--- src/rtl/sevenseg_capture.sv ---
// Seven-segment display capture: recovers two multiplexed hex digits.
// Ports: clk, reset_n, enable1/enable2/seg (async), segerr_clr; digit1/2, valid1/2, update, update_sel, segerr.
module sevenseg_capture #(
    parameter int SETTLE = 4,
    parameter int STABLE = 3
) (
    input  logic       clk,
    input  logic       reset_n,
    input  logic       enable1,
    input  logic       enable2,
    input  logic [6:0] seg,
    input  logic       segerr_clr,
    output logic [3:0] digit1,
    output logic [3:0] digit2,
    output logic       valid1,
    output logic       valid2,
    output logic       update,
    output logic       update_sel,
    output logic       segerr
);

    localparam int SW = (SETTLE > 1) ? $clog2(SETTLE) : 1;
    localparam int MW = (STABLE > 1) ? $clog2(STABLE + 1) : 1;

    localparam logic [SW-1:0] SETTLE_LAST = SW'(SETTLE - 1);
    localparam logic [MW-1:0] STABLE_C    = MW'(STABLE);

    localparam logic [1:0] PH_NONE = 2'd0;
    localparam logic [1:0] PH_P1   = 2'd1;
    localparam logic [1:0] PH_P2   = 2'd2;

    localparam logic [1:0] S_IDLE   = 2'd0;
    localparam logic [1:0] S_SETTLE = 2'd1;
    localparam logic [1:0] S_SAMPLE = 2'd2;
    localparam logic [1:0] S_HOLD   = 2'd3;

    logic          en1_s1, en1_s2;
    logic          en2_s1, en2_s2;
    logic [6:0]    seg_s1, seg_s2;

    logic [1:0]    state;
    logic [1:0]    phase;
    logic [SW-1:0] settle_cnt;
    logic [MW-1:0] match_cnt;
    logic [3:0]    last_val;

    logic [1:0]    sync_phase;
    logic          phase_chg;
    logic [3:0]    seg_val;
    logic          seg_legal;
    logic [MW-1:0] match_next;
    logic          sampling;
    logic          bad;
    logic          hit;
    logic          commit;

    // Two-flop synchronizers on all display inputs.
    always_ff @(posedge clk or negedge reset_n) begin
        if (!reset_n) begin
            en1_s1 <= 1'b0;
            en1_s2 <= 1'b0;
            en2_s1 <= 1'b0;
            en2_s2 <= 1'b0;
            seg_s1 <= '0;
            seg_s2 <= '0;
        end else begin
            en1_s1 <= enable1;
            en1_s2 <= en1_s1;
            en2_s1 <= enable2;
            en2_s2 <= en2_s1;
            seg_s1 <= seg;
            seg_s2 <= seg_s1;
        end
    end

    always_comb begin
        sync_phase = PH_NONE;
        if (en2_s2 && !en1_s2) begin
            sync_phase = PH_P1;
        end else if (en1_s2 && !en2_s2) begin
            sync_phase = PH_P2;
        end
    end

    // Active-low gfedcba patterns; anything else, blank included, is illegal.
    always_comb begin
        seg_val   = 4'h0;
        seg_legal = 1'b1;
        case (seg_s2)
            7'h40:   seg_val = 4'h0;
            7'h79:   seg_val = 4'h1;
            7'h24:   seg_val = 4'h2;
            7'h30:   seg_val = 4'h3;
            7'h19:   seg_val = 4'h4;
            7'h12:   seg_val = 4'h5;
            7'h02:   seg_val = 4'h6;
            7'h78:   seg_val = 4'h7;
            7'h00:   seg_val = 4'h8;
            7'h18:   seg_val = 4'h9;
            7'h08:   seg_val = 4'hA;
            7'h03:   seg_val = 4'hB;
            7'h27:   seg_val = 4'hC;
            7'h21:   seg_val = 4'hD;
            7'h06:   seg_val = 4'hE;
            7'h0E:   seg_val = 4'hF;
            default: seg_legal = 1'b0;
        endcase
    end

    // A zero count means no previous legal sample in the current run.
    always_comb begin
        match_next = MW'(1);
        if (match_cnt != '0 && seg_val == last_val) begin
            if (match_cnt == STABLE_C) begin
                match_next = match_cnt;
            end else begin
                match_next = match_cnt + 1'b1;
            end
        end
    end

    assign phase_chg = (sync_phase != phase);
    assign sampling  = (state == S_SAMPLE) && !phase_chg;
    assign bad       = sampling && !seg_legal;
    assign hit       = (match_next == STABLE_C);
    assign commit    = sampling && seg_legal && hit;

    always_ff @(posedge clk or negedge reset_n) begin
        if (!reset_n) begin
            state      <= S_IDLE;
            phase      <= PH_NONE;
            settle_cnt <= '0;
            match_cnt  <= '0;
            last_val   <= 4'h0;
        end else if (phase_chg) begin
            phase      <= sync_phase;
            settle_cnt <= '0;
            match_cnt  <= '0;
            state      <= (sync_phase == PH_NONE) ? S_IDLE : S_SETTLE;
        end else begin
            case (state)
                S_SETTLE: begin
                    if (settle_cnt == SETTLE_LAST) begin
                        state      <= S_SAMPLE;
                        settle_cnt <= '0;
                        match_cnt  <= '0;
                    end else begin
                        settle_cnt <= settle_cnt + 1'b1;
                    end
                end
                S_SAMPLE: begin
                    if (!seg_legal) begin
                        match_cnt <= '0;
                    end else begin
                        match_cnt <= match_next;
                        last_val  <= seg_val;
                        if (hit) begin
                            state <= S_HOLD;
                        end
                    end
                end
                default: begin
                end
            endcase
        end
    end

    // Digit storage and the registered update strobe.
    always_ff @(posedge clk or negedge reset_n) begin
        if (!reset_n) begin
            digit1     <= 4'h0;
            digit2     <= 4'h0;
            valid1     <= 1'b0;
            valid2     <= 1'b0;
            update     <= 1'b0;
            update_sel <= 1'b0;
        end else begin
            update <= 1'b0;
            if (commit) begin
                update_sel <= (phase == PH_P2);
                if (phase == PH_P2) begin
                    digit2 <= seg_val;
                    valid2 <= 1'b1;
                    update <= (seg_val != digit2) || !valid2;
                end else begin
                    digit1 <= seg_val;
                    valid1 <= 1'b1;
                    update <= (seg_val != digit1) || !valid1;
                end
            end
        end
    end

    // A fresh illegal sample beats a simultaneous clear.
    always_ff @(posedge clk or negedge reset_n) begin
        if (!reset_n) begin
            segerr <= 1'b0;
        end else if (bad) begin
            segerr <= 1'b1;
        end else if (segerr_clr) begin
            segerr <= 1'b0;
        end
    end

endmodule

--- config.mk ---
export PLATFORM = sky130hd
export DESIGN_NAME = sevenseg_capture
export DESIGN_NICKNAME = d
export VERILOG_FILES = /design/src/rtl/sevenseg_capture.sv
export SDC_FILE = /design/constraint.sdc
export NUM_CORES = 1
export LEC_CHECK = 0
export BUFFER_PORTS_ARGS = -buffer_cell sky130_fd_sc_hd__buf_2
export CORE_MARGIN = 2
export CORE_UTILIZATION = 25
export CTS_BUF_LIST = sky130_fd_sc_hd__clkbuf_16
export DETAILED_ROUTE_END_ITERATION = 12
export PLACE_DENSITY = 0.39
export RECOVER_POWER = 50
export SYNTH_ARGS = -nofsm -noshare
export SYNTH_HDL_FRONTEND = slang
export SYNTH_SLANG_ARGS = --single-unit
--- constraint.sdc ---
create_clock -name clk -period 2.8 [get_ports clk]
set_input_delay 0.56 -clock clk [delete_from_list [all_inputs] [get_ports clk]]
set_output_delay 0.56 -clock clk [all_outputs]
set_load 0.03 [all_outputs]
## Word level (Yosys, flattened, before mapping)

Index checks and enable logic that the tools add are counted.

| word-level totals | value |
|---|---|
| register bits after elaboration | 43 |

| cells by class | value |
|---|---|
| multiplexer cells | 23 |
| $add $sub $neg | 2 |
| bitwise operators | 2 |
| eq/ne operators | 28 |
| reduce and logical (&&, ||, !) cells | 27 |

Operators by type and width:

| operator | count |
|---|---|
| one-hot mux 4 bit (15 select lines) | 1 |
| == test 7 x 6 -> 1 bit, second input constant | 4 |
| two-way mux 2 bit | 14 |
| == test 7 x 5 -> 1 bit, second input constant | 3 |
| == test 7 bit, second input constant | 3 |
| OR reduction 16 bit | 1 |
| == test 7 x 2 -> 1 bit, second input constant | 2 |
| == test 7 x 4 -> 1 bit, second input constant | 2 |
| == test 2 bit, second input constant | 5 |
| inequality test 3 bit, second input constant | 3 |
| inequality test 4 bit | 2 |
| one-hot mux 2 bit (2 select lines) | 2 |
| == test 7 x 3 -> 1 bit, second input constant | 1 |
| logical AND 1 bit | 7 |
| logical NOT 7 bit | 1 |
| logical NOT 1 bit | 6 |
| two-way mux 1 bit | 6 |
| AND reduction 2 bit | 3 |
| nonzero test 2 bit | 3 |
| adder 2 x 1 -> 2 bit, second input constant | 2 |
| == test 4 bit | 1 |
| AND reduction 4 bit | 1 |
| AND reduction 3 bit | 1 |
| nonzero test 3 bit | 1 |
| 5 further kinds | 7 |

## Longest topological paths before layout

| logic depth | value |
|---|---|
| depth after elaboration | 10 |
| depth in mapped cells | 9 |
| mapped depth without buffers | 9 |

## Worst setup path before layout

Ideal clock, no wire load.

| timing path | value |
|---|---|
| path kind | register to register |
| from | register seg_s2[4] |
| to | register digit2[1] |
| setup time | 128 ps |
| clock period less this slack | 2537 ps |
| arrival | 2410 ps |
| setup slack | 263 ps |
| cell stages (with the launch flop) | 9 |
| cell sequence | dfrtp_1 -> buf_2 -> or4b_2 -> a21oi_1 -> a2111oi_4 -> xnor2_1 -> nor2_4 -> nand4_4 -> mux2_1 |

| on the way | value |
|---|---|
| longest elaborated chain between the ends | 8 |
| elaborated cells on any way between the ends | 26 |
| those cells by class | eq/ne (17); mux (3); reduce/logical (6) |

Ends and longest elaborated chain:

| element | line | source |
|---|---|---|
| start, declared | 39 | `logic [6:0] seg_s1, seg_s2;` |
| start signal, assigned | 72 | `seg_s2 <= seg_s1;` |
| == test 7 x 4 -> 1 bit (tied with other cells) | 89 | `case (seg_s2)` |
| one-hot mux 4 bit (15 select lines) | 89 |  |
| == test 4 bit | 113 | `if (match_cnt != '0 && seg_val == last_val) begin` |
| logical AND 1 bit | 113 |  |
| two-way mux 2 bit | 113 |  |
| == test 2 bit | 125 | `assign hit = (match_next == STABLE_C);` |
| logical AND 1 bit | 126 | `assign commit = sampling && seg_legal && hit;` |
| AND reduction 2 bit (no source line) | - |  |
| end signal, assigned | 182 | `digit2 <= seg_val;` |
| end, declared | 14 | `output logic [3:0] digit2,` |

Parallel ways exist; a longest one is shown, timed or not.
A chain may end at the register's enable or synchronous reset.

## Final worst setup path

| timing path | value |
|---|---|
| from | register seg_s2[4] |
| to | register digit2[2] |

Same word-level chain as after synthesis.

==> out/summary.txt <==
status - finished, final reports clean
setup TNS - 0 ps
Crit Path Category - reg2reg
yosys warns - 0
Mapped Area - 0.00217 sq mm
Post-synth EDFFs - 0
clk sinks - 43
period utilization - 0.936
Setup Skew - 5.50 ps
Post-Syn Nets - 199
Post-Synth Adder-Cell Area - 0.0173
IO Pins - 25
total gr overflow - 0
Synth Area in Compound Gates - 0.126
CP Cell Sequence - or4b_2, a21oi_1, a2111oi_4, xnor2_1, nor2_4, nand4_4, mux2_1
die area - 0.00946 sq mm
layout cell share with drive strength beyond 1 - 0.276
R2R Setup Slk - 180 ps
register area share after synthesis - 0.495
Critical Path Source Type - register
vias in the first global route - 1449
Clock Latency Late Sink - 280 ps
mux contribution to synthesized area - 0.0484
net count reported at finish - 231
Hold WC Path Type - in2async
synthesized area per cell - 11.8 sq um
Tmin final - 2620 ps
placed cell area - 0.00245 sq mm
via count - 1460
CP max-delay cell - or4b_2
initial antenna violation count - 0
initial DRC count - 101
Yosys reg bits - 43
antenna fix cells - 0
synthesis-to-finish area growth - 20.1%
Vias/cell - 4.49
Achievable Freq - 0.381 GHz
CP Buf/Inv Count - 0
CTS tree - done
post-route design area - 0.00261 sq mm
dominant synthesized flop cell - dfrtp_1
Routed WL - 4460 um
GPL Wtd Cong - 0.740
Synth Area in Simple Gates - 0.206
number of buffers created by CTS - 5
CP max FO - 11
Die W - 97.2 um
Critical Path End Type - register
Avg WL per Cell - 13.7 um
Rel. slew slack - 0.256
WHS - 249 ps
clock transition at the registers of the reported paths - 70 ps
RSZ-0062 raised after global routing - false
Worst path max stage delay - 700 ps
Detailed Routing Iterations Pass 1 - 4
Max Cap Viol - 0
first-pass GRT wire length - 7500 um
H-tree depth - 2
Critical Path AT - 2790 ps
PD cells - 554 mW/mm^2
total track usage - 0.100
Max clock buf depth - 2
Final Setup Violations - 0
largest net degree at the start of global routing - 20
clock root cell - clkbuf_16
die height - 97.2 um
Row Count - 34
Final Max Slew Viols - 0
Hold-fix buffers, CTS - 0
Static Leak - 0.00125 uW
FFs w/ async S/R, synth - 1.00
antenna-violating nets left - 0
Pwr Total - 1450 uW
largest family of logic cells by synthesized area - simple AND/OR/NAND/NOR gates
Least-Margin Pin Slew - 1120 ps
synth unique cells - 59
number of remaining DRC errors - 0
post-synthesis xor/xnor area fraction - 0.0645
Cells after Synth - 184
Hold Vio Cnt, Final - 0
Worst EP required - 2970 ps
worst vdd ir - 204 uV
count of port buffers added during placement - 24
Final HPWL DP - 3300 um
Initial Util - 0.253
core box area - 0.00859 sq mm
Crit path max-delay family - simple AND/OR/NAND/NOR gates
## worst register-to-register path, stage by stage, from the launching register on
cell       delay (ps)
dfrtp_1           490
or4b_2            700
a21oi_1           260
a2111oi_4         100
xnor2_1           180
nor2_4            240
nand4_4           180
mux2_1            350
## placed cells by master, fill, tap and decap left out, types with 4 or more instances in the layout
cell type / instances
inv_1: 8
mux2i_1: 6
nor2b_1: 5
o21ai_0: 4
xor2_1: 7
nor3_1: 4
buf_4: 9
buf_2: 23
nand3_1: 6
nor2_1: 10
dfrtp_1: 41
nand2b_1: 4
nand4_1: 4
xnor2_1: 9
clkbuf_16: 5
a21oi_1: 4
nand2_1: 6
mux2_1: 4
## state kept, by name, indices dropped and copies added (netlist names), 2 cells and up
signal / flops
seg_s1: 7
settle_cnt: 2
digit2: 4
last_val: 4
digit1: 4
match_cnt: 2
phase: 2
state: 2
seg_s2: 7
## Yosys cell counts, drive strengths merged (3+ instances only)
cell	instances	area [sq um]
a21oi	4	20.0
buf	7	52.5
clkbuf	3	11.3
dfrtp	43	1080
ha	3	37.5
inv	8	30.0
mux2	4	45.0
mux2i	6	60.1
nand2	6	22.5
nand2b	4	25.0
nand3	6	30.0
nand4	6	67.6
nor2	11	48.8
nor2b	5	31.3
nor3	5	30.0
nor4	3	18.8
o21ai	4	20.0
xnor2	9	78.8
xor2	7	61.3
## path summary, 6_finish.rpt
check / from / endpoint / cells after the start
max: seg_s2[4] / digit2[2] / 7
min: reset_n / seg_s1[0] / 1
max reg2reg: seg_s2[4] / digit2[2] / 7
min reg2reg: seg_s1[1] / seg_s2[1] / 0
max in group asynchronous: reset_n / last_val[2] / 2
min in group clk: seg_s1[1] / seg_s2[1] / 0
## kinds of logic (layout without fill, tap and decap cells)
logic type / count (synthesis) / count (layout)
adder cells (fa/ha/maj): 3 / 3
XOR/XNOR: 16 / 16
flip-flops: 43 / 43
AO/OA/AOI/OAI: 29 / 29
buffers and inverters: 18 / 51
multiplexers: 10 / 10
AND/OR/NAND/NOR: 65 / 65
## cell type report
type | count | area, sq um
flip-flops and latches | 43 | 1080
inverters | 8 | 30.0
well taps | 108 | 135
clock buffers | 5 | 125
fillers | 905 | 5980
repair buffers | 35 | 194
multi-input cells | 123 | 1000
clock inverters | 3 | 43.8
## routing by layer
layer,part of all wire,track usage,vias to the layer above
li1,-,-,713
met1,0.48,0.132,723
met2,0.48,0.160,16
met3,0.023,0.0216,8
met4,0.021,0.0417,0
met5,0,0,-
## through the flow
step | worst slack [ps] | cells | utilization
2_1_floorplan | 263 | 184 | -
3_3_place_gp | 167 | 317 | 0.285
3_5_place_dp | 184 | 317 | 0.285
4_1_cts | 167 | 325 | 0.304
5_1_grt | 15.5 | 325 | 0.304
6_report | 178 | 325 | 0.304
## timing repair
item                                    in CTS  in global routing
endpoints found under the setup margin       0                  4
buffers inserted                             0                  0
resized for setup                            0                  2
## power by group
part | switching, uW | total, uW | leakage [uW] | internal, uW
Clock | 244 | 664 | 0.0000838 | 421
Sequential | 25.5 | 667 | 0.000553 | 642
Combinational | 64.4 | 113 | 0.000615 | 48.8
Total | 334 | 1450 | 0.00125 | 1110
(Power assumes the default switching activity.)
